### src/rtl/transaction_sequencer.sv
// transaction_sequencer: step sequencer with per-step watchdog retry/fail and an idle (stale) timer
module transaction_sequencer #(
    parameter int NUM_STEPS      = 4,
    parameter int STEP_W         = 3,
    parameter int TIMEOUT_CYCLES = 1024,
    parameter int MAX_RETRIES    = 2,
    parameter int IDLE_CYCLES    = 500000000,
    localparam int RW = (MAX_RETRIES > 0) ? $clog2(MAX_RETRIES + 1) : 1,
    localparam int WW = (TIMEOUT_CYCLES > 2) ? $clog2(TIMEOUT_CYCLES) : 1,
    localparam int IW = (IDLE_CYCLES > 2) ? $clog2(IDLE_CYCLES) : 1
) (
    input  logic                 clock,
    input  logic                 reset,
    input  logic                 start,
    input  logic                 abort,
    input  logic [NUM_STEPS-1:0] done_step,
    output logic [STEP_W-1:0]    step,
    output logic                 busy,
    output logic                 finished,
    output logic                 failed,
    output logic                 retry_pulse,
    output logic [RW-1:0]        retry_count,
    output logic                 idle_expired
);
    typedef enum logic [1:0] {IDLE, RUN, DONE, FAIL} state_t;
    state_t state, state_n;
    logic [STEP_W-1:0] step_n;
    logic [WW-1:0] wd, wd_n;
    logic [RW-1:0] rc_n;
    logic [IW-1:0] idle_cnt, idle_n, idle_sat;
    logic finished_n, retry_n, failed_n, done_hit;
    assign done_hit = |(done_step & (NUM_STEPS'(1) << (step - STEP_W'(1))));
    assign idle_sat = (idle_cnt == IW'(IDLE_CYCLES - 1)) ? idle_cnt : idle_cnt + IW'(1);
    always_comb begin
        state_n    = state;
        step_n     = step;
        wd_n       = wd;
        rc_n       = retry_count;
        idle_n     = idle_cnt;
        finished_n = 1'b0;
        retry_n    = 1'b0;
        failed_n   = failed;
        if (abort) begin
            state_n  = IDLE;
            step_n   = '0;
            wd_n     = '0;
            rc_n     = '0;
            idle_n   = '0;
            failed_n = 1'b0;
        end else begin
            unique case (state)
                IDLE, FAIL: begin
                    idle_n = idle_sat;
                    if (start) begin
                        state_n  = RUN;
                        step_n   = STEP_W'(1);
                        wd_n     = '0;
                        rc_n     = '0;
                        idle_n   = '0;
                        failed_n = 1'b0;
                    end
                end
                RUN: begin
                    if (done_hit) begin
                        wd_n = '0;
                        rc_n = '0;
                        if (step == STEP_W'(NUM_STEPS)) begin
                            state_n    = DONE;
                            step_n     = '0;
                            finished_n = 1'b1;
                        end else begin
                            step_n = step + STEP_W'(1);
                        end
                    end else if (wd == WW'(TIMEOUT_CYCLES - 1)) begin
                        wd_n = '0;
                        if (retry_count < RW'(MAX_RETRIES)) begin
                            rc_n    = retry_count + RW'(1);
                            retry_n = 1'b1;
                        end else begin
                            state_n  = FAIL;
                            step_n   = '0;
                            failed_n = 1'b1;
                        end
                    end else begin
                        wd_n = wd + WW'(1);
                    end
                end
                DONE: state_n = IDLE;
            endcase
        end
    end
    always_ff @(posedge clock or posedge reset) begin
        if (reset) begin
            state        <= IDLE;
            step         <= '0;
            wd           <= '0;
            retry_count  <= '0;
            idle_cnt     <= '0;
            busy         <= 1'b0;
            finished     <= 1'b0;
            failed       <= 1'b0;
            retry_pulse  <= 1'b0;
            idle_expired <= 1'b0;
        end else begin
            state        <= state_n;
            step         <= step_n;
            wd           <= wd_n;
            retry_count  <= rc_n;
            idle_cnt     <= idle_n;
            busy         <= state_n == RUN;
            finished     <= finished_n;
            failed       <= failed_n;
            retry_pulse  <= retry_n;
            idle_expired <= idle_n == IW'(IDLE_CYCLES - 1);
        end
    end
endmodule

### config.mk
export PLATFORM = sky130hd
export DESIGN_NAME = transaction_sequencer
export DESIGN_NICKNAME = d
export VERILOG_FILES = /design/src/rtl/transaction_sequencer.sv
export SDC_FILE = /design/constraint.sdc
export NUM_CORES = 1
export LEC_CHECK = 0
export BUFFER_PORTS_ARGS = -buffer_cell sky130_fd_sc_hd__buf_4
export CELL_PAD_IN_SITES_DETAIL_PLACEMENT = 0
export CELL_PAD_IN_SITES_GLOBAL_PLACEMENT = 1
export CORE_AREA = 2 2 81 83
export CTS_CLUSTER_SIZE = 8
export DETAILED_ROUTE_END_ITERATION = 16
export DIE_AREA = 0 0 83 85
export PLACE_DENSITY = 0.94
export SLEW_MARGIN = 25
export SYNTH_ARGS = -nofsm -noshare
export SYNTH_HDL_FRONTEND = slang
export SYNTH_SLANG_ARGS = --single-unit
### constraint.sdc
create_clock -name clock -period 4.2 [get_ports clock]
set_clock_uncertainty 0.1 [all_clocks]
set_input_delay 0.21 -clock clock [delete_from_list [all_inputs] [get_ports clock]]
set_output_delay 0.21 -clock clock [all_outputs]
set_load 0.005 [all_outputs]
======== Word level (Yosys, flattened, before mapping) ========
Index checks and enable logic that the tools add are counted.
word-level totals
  register bits ........................... 51
  input bits .............................. 8
  word-level logic and storage cells ...... 85
cells by class
  $add $sub $neg .......................... 5
  magnitude comparators ................... 1
  eq/ne operators ......................... 15
  shift operators ......................... 1
  mux-type cells .......................... 44
  bitwise gates (word level) .............. 1
  reductions and logical operators ........ 8
operators with widths
  operator                 number
  $mux W29                 4
  $eq A29 B29 Y1 const B   2
  $mux W10                 4
  $add A29 B1 Y29 const B  1
  $mux W2                  11
  $pmux W10 S2             1
  $mux W3                  6
  $mux W1                  14
  $ne A3 B3 Y1 const B     4
  $ne A4 B4 Y1 const B     3
  $add A10 B1 Y10 const B  1
  $eq A10 B10 Y1 const B   1
  $reduce_and A4 Y1        2
  $pmux W2 S3              1
  $pmux W3 S2              1
  $reduce_and A5 Y1        1
  $and A4 B4 Y4            1
  $eq A2 B1 Y1 const B     2
  $eq A2 B2 Y1 const B     2
  $pmux W2 S2              1
  $reduce_or A4 Y1         1
  $shl A1 B3 Y4 const A    1
  $add A3 B1 Y3 const B    1
  $eq A3 B3 Y1 const B     1
  8 further kinds          8

======== Logic depth before layout (Yosys ltp) ========
  depth after elaboration ................. 8
  depth in mapped cells ................... 11
  gate-level depth less buffers ........... 9

======== Worst setup path before layout ========
No wires, ideal clock.
  path type ............................... flip-flop to flip-flop
  start point ............................. register state[0]
  end point ............................... register idle_expired
  setup time .............................. 68 ps
  data arrival time ....................... 2278 ps
  data required time ...................... 4032 ps
  path slack .............................. 1754 ps
  cell stages (with the launch flop) ...... 10
  buffers on the path ..................... 1
  period minus slack after synthesis ...... 2446 ps
  cell sequence ........................... dfrtp_1 > ha_1 > buf_2 > nand4_2 > nor4_4 > and4_1 > o21a_1 > a21boi_0 > o2111a_1 > and4_1
between the ends
  word-level cells in the longest chain between the ends .. 5
RTL lines
  what                                                     line  text
  start, declared                                          26    state_t state, state_n;
  start signal, assigned                                   105   state <= state_n;
  $eq A2 B2 Y1 / $logic_not A2 Y1 (equally long branches)  51    unique case (state)
  $reduce_or A2 Y1 *                                       51
  $mux W29 *                                               51
  $mux W29 *                                               43    if (abort) begin
  net idle_n[27]                                           30    logic [IW-1:0] idle_cnt, idle_n, idle_sat;
  $eq A29 B29 Y1 *                                         114   idle_expired <= idle_n == IW'(IDLE_CYCLES - 1);
  end signal, assigned                                     114
  end, declared                                            23    output logic idle_expired
The timed path passes the listed nets; every way through them passes the cells marked *.
A chain may end at the register's enable or synchronous reset.

======== Final worst setup path ========
Ends and elaborated chain as after synthesis.

==> results.ini <==
[clock_network]
clkLatencyLatePin_ns = 0.31
cts_tree = yes
clk_pin_slew_worst_paths_ns = 0.11
cts_sinks = 51
cts_root_buf = clkbuf_8
h-tree-depth = 2
postCtsHoldBufs = 1
cts_buffers = 5
post_cts_buffers = 0
cts_resized = 0
clockBufferDepth = 2

[setup_path]
path_cells = ha_1, nand4_2, nor4_4, and4_1, o21a_1, a21boi_0, o2111a_1, and4_1
reg2reg_depth = 8
r2r_end = idle_expired$_DFF_PP0_
end_kind = flop
worst_setup_path_start_kind = flop
cp_slowest_cell = ha_1
rrSetupSlack_ns = 1.01
worstPathArrival_ns = 3.33
timing.rr.start = state[0]$_DFF_PP0_
cp_common_cell = and4_1
crit_type = flop to flop
crit_fanout = 17
required_ns = 4.35
max_stage_delay_ns = 0.66

[finish]
fillers = 586
nNetsFinal = 362
area_growth_pct = 9.110
antenna_cells = 0
drive_above_1_share_pct = 11.53

[synthesis]
synth_cell_type_count = 53
synth_compound_area_share_pct = 12.47
ys_seq_area_share_pct = 41.85
syn-mean-instance-area_um2 = 9.157
synth_top_family_by_area = simple AND/OR/NAND/NOR gates
synth_ff_type = dfrtp_1
synthArstFlopShare_pct = 100.0
yosys_register_bits = 51
synthCells = 333
syn-cell-area_mm2 = 0.003049
synthSimpleGateAreaFrac_pct = 29.75
synth_warnings = 0
synth-xor-area-share_pct = 8.617
synth_fa_ha_area_share_pct = 3.283
synth_edf_count = 0
synthMuxAreaShare_pct = 0.6565
syn_nets = 349

[floorplanning]
pin_count = 18
rows = 29
fp.dieH_um = 85
die_w_um = 83
start_util_pct = 49.14
die-area_mm2 = 0.007055
core-area_mm2 = 0.006205

[placed_design]
gp_congestion = 0.8891
dp_hpwl_um = 4501
pre_cts_ws_ns = 1.052
io_buffers = 17

[global_routing]
grt_pass1_wl_um = 11160
first_global_vias = 2379
grt_usage_pct = 19.28
grt_max_degree = 52
grt_overflow = 0
antenna_found_initial = 0

[hold_path]
min_to = failed$_DFFE_PP0P_
hold_path_class = input port to flop
hold_depth = 3
min_from = abort

[sta]
worst_slack_ns = 1.013
finalSetupTns_ns = 0
worst_pin_slew_ns = 0.7075
timing.slew.headroom_pct = 52.47
rsz0062_at_grt = false
fin_hold_ws_ns = 0.08799
period_share_pct = 75.88
setup-violations-final = 0
hold_viol_final = 0
drv_slew = 0
post-route-min-period_ns = 3.187
fmax_ghz = 0.3138

[power_and_ir_drop]
ir_drop_mv = 0.1914
p_leak_uw = 0.001382
powerDensity_mw_per_mm2 = 279.4

[job]
maxCapViolCount = 0

[routing]
postRouteAntennaNets = 0
totalWireLength_um = 6426
routed-via-count = 2457
first_iter_violations = 138
firstDrtPassIters = 4
viasPerCell = 5.795
drcViolationCount = 0
routedWlPerCell_um = 15.16

[outcome]
status = complete, no violations

[final cells by class]
cell class | count | area [um^2] | share of cell area, %
multi-input combinational | 260 | 1670 | 50.21
sequential | 51 | 1276 | 38.36
timing repair buffer | 20 | 152.6 | 4.588
tap | 77 | 96.34 | 2.896
clock buffer | 6 | 82.58 | 2.482
inverter | 8 | 32.53 | 0.9778
clock inverter | 2 | 16.27 | 0.4889
[layout by cell type, fill, tap and decap left out, types with 2 or more instances in the layout]
| cell | instances |
|---|---|
| nand4_2 | 3 |
| nor2b_1 | 4 |
| clkbuf_8 | 6 |
| dfrtp_1 | 51 |
| nand2b_1 | 3 |
| a31oi_1 | 3 |
| nand4_1 | 13 |
| and4b_1 | 3 |
| nor2_1 | 40 |
| o31ai_1 | 4 |
| and3_1 | 6 |
| nand2_1 | 31 |
| a21oi_1 | 15 |
| and4_1 | 3 |
| and2_1 | 2 |
| a22oi_1 | 2 |
| xor2_1 | 18 |
| o21ai_0 | 11 |
| nand3_2 | 2 |
| nand4b_1 | 3 |
| nor4_1 | 4 |
| mux2i_1 | 2 |
| or4_1 | 2 |
| o21a_1 | 5 |
| or3_1 | 8 |
| inv_1 | 7 |
| xnor2_1 | 12 |
| o21ai_1 | 7 |
| nor3_1 | 10 |
| nand3_1 | 17 |
| buf_4 | 19 |
| ha_1 | 8 |
| and4bb_1 | 2 |
[how the worst max path moves through the flow]
| stage | endpoint | cells after the start | from | slack (ns) |
|---|---|---|---|---|
| after global placement | idle_expired$_DFF_PP0_ | 8 | state[0]$_DFF_PP0_ | 1.22 |
| after CTS | idle_expired$_DFF_PP0_ | 8 | state[0]$_DFF_PP0_ | 1.02 |
| after detailed placement | idle_expired$_DFF_PP0_ | 8 | state[0]$_DFF_PP0_ | 1.05 |
| after floorplan | idle_expired$_DFF_PP0_ | 9 | state[0]$_DFF_PP0_ | 1.75 |
| after global routing | idle_expired$_DFF_PP0_ | 8 | state[0]$_DFF_PP0_ | 0.81 |
| final | idle_expired$_DFF_PP0_ | 8 | state[0]$_DFF_PP0_ | 1.01 |
[layer usage]
metal | vias to the layer above | routed length [um] | GRT usage (%)
met5 | - | 0 | 0
li1 | 1215 | - | -
met3 | 9 | 275 | 3.405
met4 | 0 | 111 | 6.557
met1 | 1171 | 2976 | 25.17
met2 | 62 | 3063 | 32.62
[registers in the layout, indices dropped and copies added, names as in the netlist]
register      flops
idle_cnt         29
wd               10
step              3
retry_count       2
state             2
busy              1
failed            1
finished          1
idle_expired      1
retry_pulse       1
[worst max-delay path, delay by kind of cell, from the launching register on]
family                   cells  cell delay, ns
flip-flops                   1            0.42
AND/OR/NAND/NOR              4            1.30
AO/OA/AOI/OAI                3            0.63
adder cells (fa/ha/maj)      1            0.66
[power by group]
| part | switching [uW] | internal, uW | leakage (uW) | total (uW) |
|---|---|---|---|---|
| clock | 172 | 135 | 0.0000474 | 307 |
| sequential | 9.66 | 499 | 0.000707 | 509 |
| combinational | 74.4 | 39.2 | 0.000627 | 114 |
[kinds of logic (layout without fill, tap and decap cells)]
logic type | count (synthesis) | count (layout)
DFF | 51 | 51
xor gates and xnor gates | 30 | 30
adders and majority gates | 8 | 8
and+or+nand+nor | 162 | 162
AOI/OAI and AO/OA | 58 | 58
buffers and inverters | 22 | 36
muxes | 2 | 2
[stage by stage]
step | std cells | total power [uW] | area [um^2] | util, %
after floorplan | 333 | 597.2 | 3049 | -
after global placement | 415 | 629.4 | 3216 | 51.82
after detailed placement | 415 | 632.9 | 3218 | 51.87
after CTS | 424 | 936.5 | 3327 | 53.62
after global routing | 424 | 973.2 | 3327 | 53.62
final | 424 | 929.4 | 3327 | 53.62
[cells in the mapped netlist, types with 3 or more instances]
| cell | count | share of area, % |
|---|---|---|
| dfrtp_1 | 51 | 42 |
| nor2_1 | 40 | 4.9 |
| nand2_1 | 31 | 3.8 |
| xor2_1 | 18 | 5.2 |
| nand3_1 | 17 | 2.8 |
| a21oi_1 | 15 | 2.5 |
| nand4_1 | 13 | 2.7 |
| xnor2_1 | 12 | 3.4 |
| o21ai_0 | 11 | 1.8 |
| nor3_1 | 10 | 1.6 |
| ha_1 | 8 | 3.3 |
| inv_1 | 8 | 0.98 |
| or3_1 | 8 | 1.6 |
| o21ai_1 | 7 | 1.1 |
| and3_1 | 6 | 1.2 |
| clkbuf_1 | 5 | 0.62 |
| o21a_1 | 5 | 1.2 |
| buf_2 | 4 | 0.66 |
| nor2b_1 | 4 | 0.82 |
| nor4_1 | 4 | 0.82 |
| o31ai_1 | 4 | 0.98 |
| a31oi_1 | 3 | 0.62 |
| and4_1 | 3 | 0.86 |
| and4b_1 | 3 | 0.98 |
| nand2b_1 | 3 | 0.62 |
| nand4_2 | 3 | 1.2 |
| nand4b_1 | 3 | 0.86 |
(Power assumes the default switching activity.)
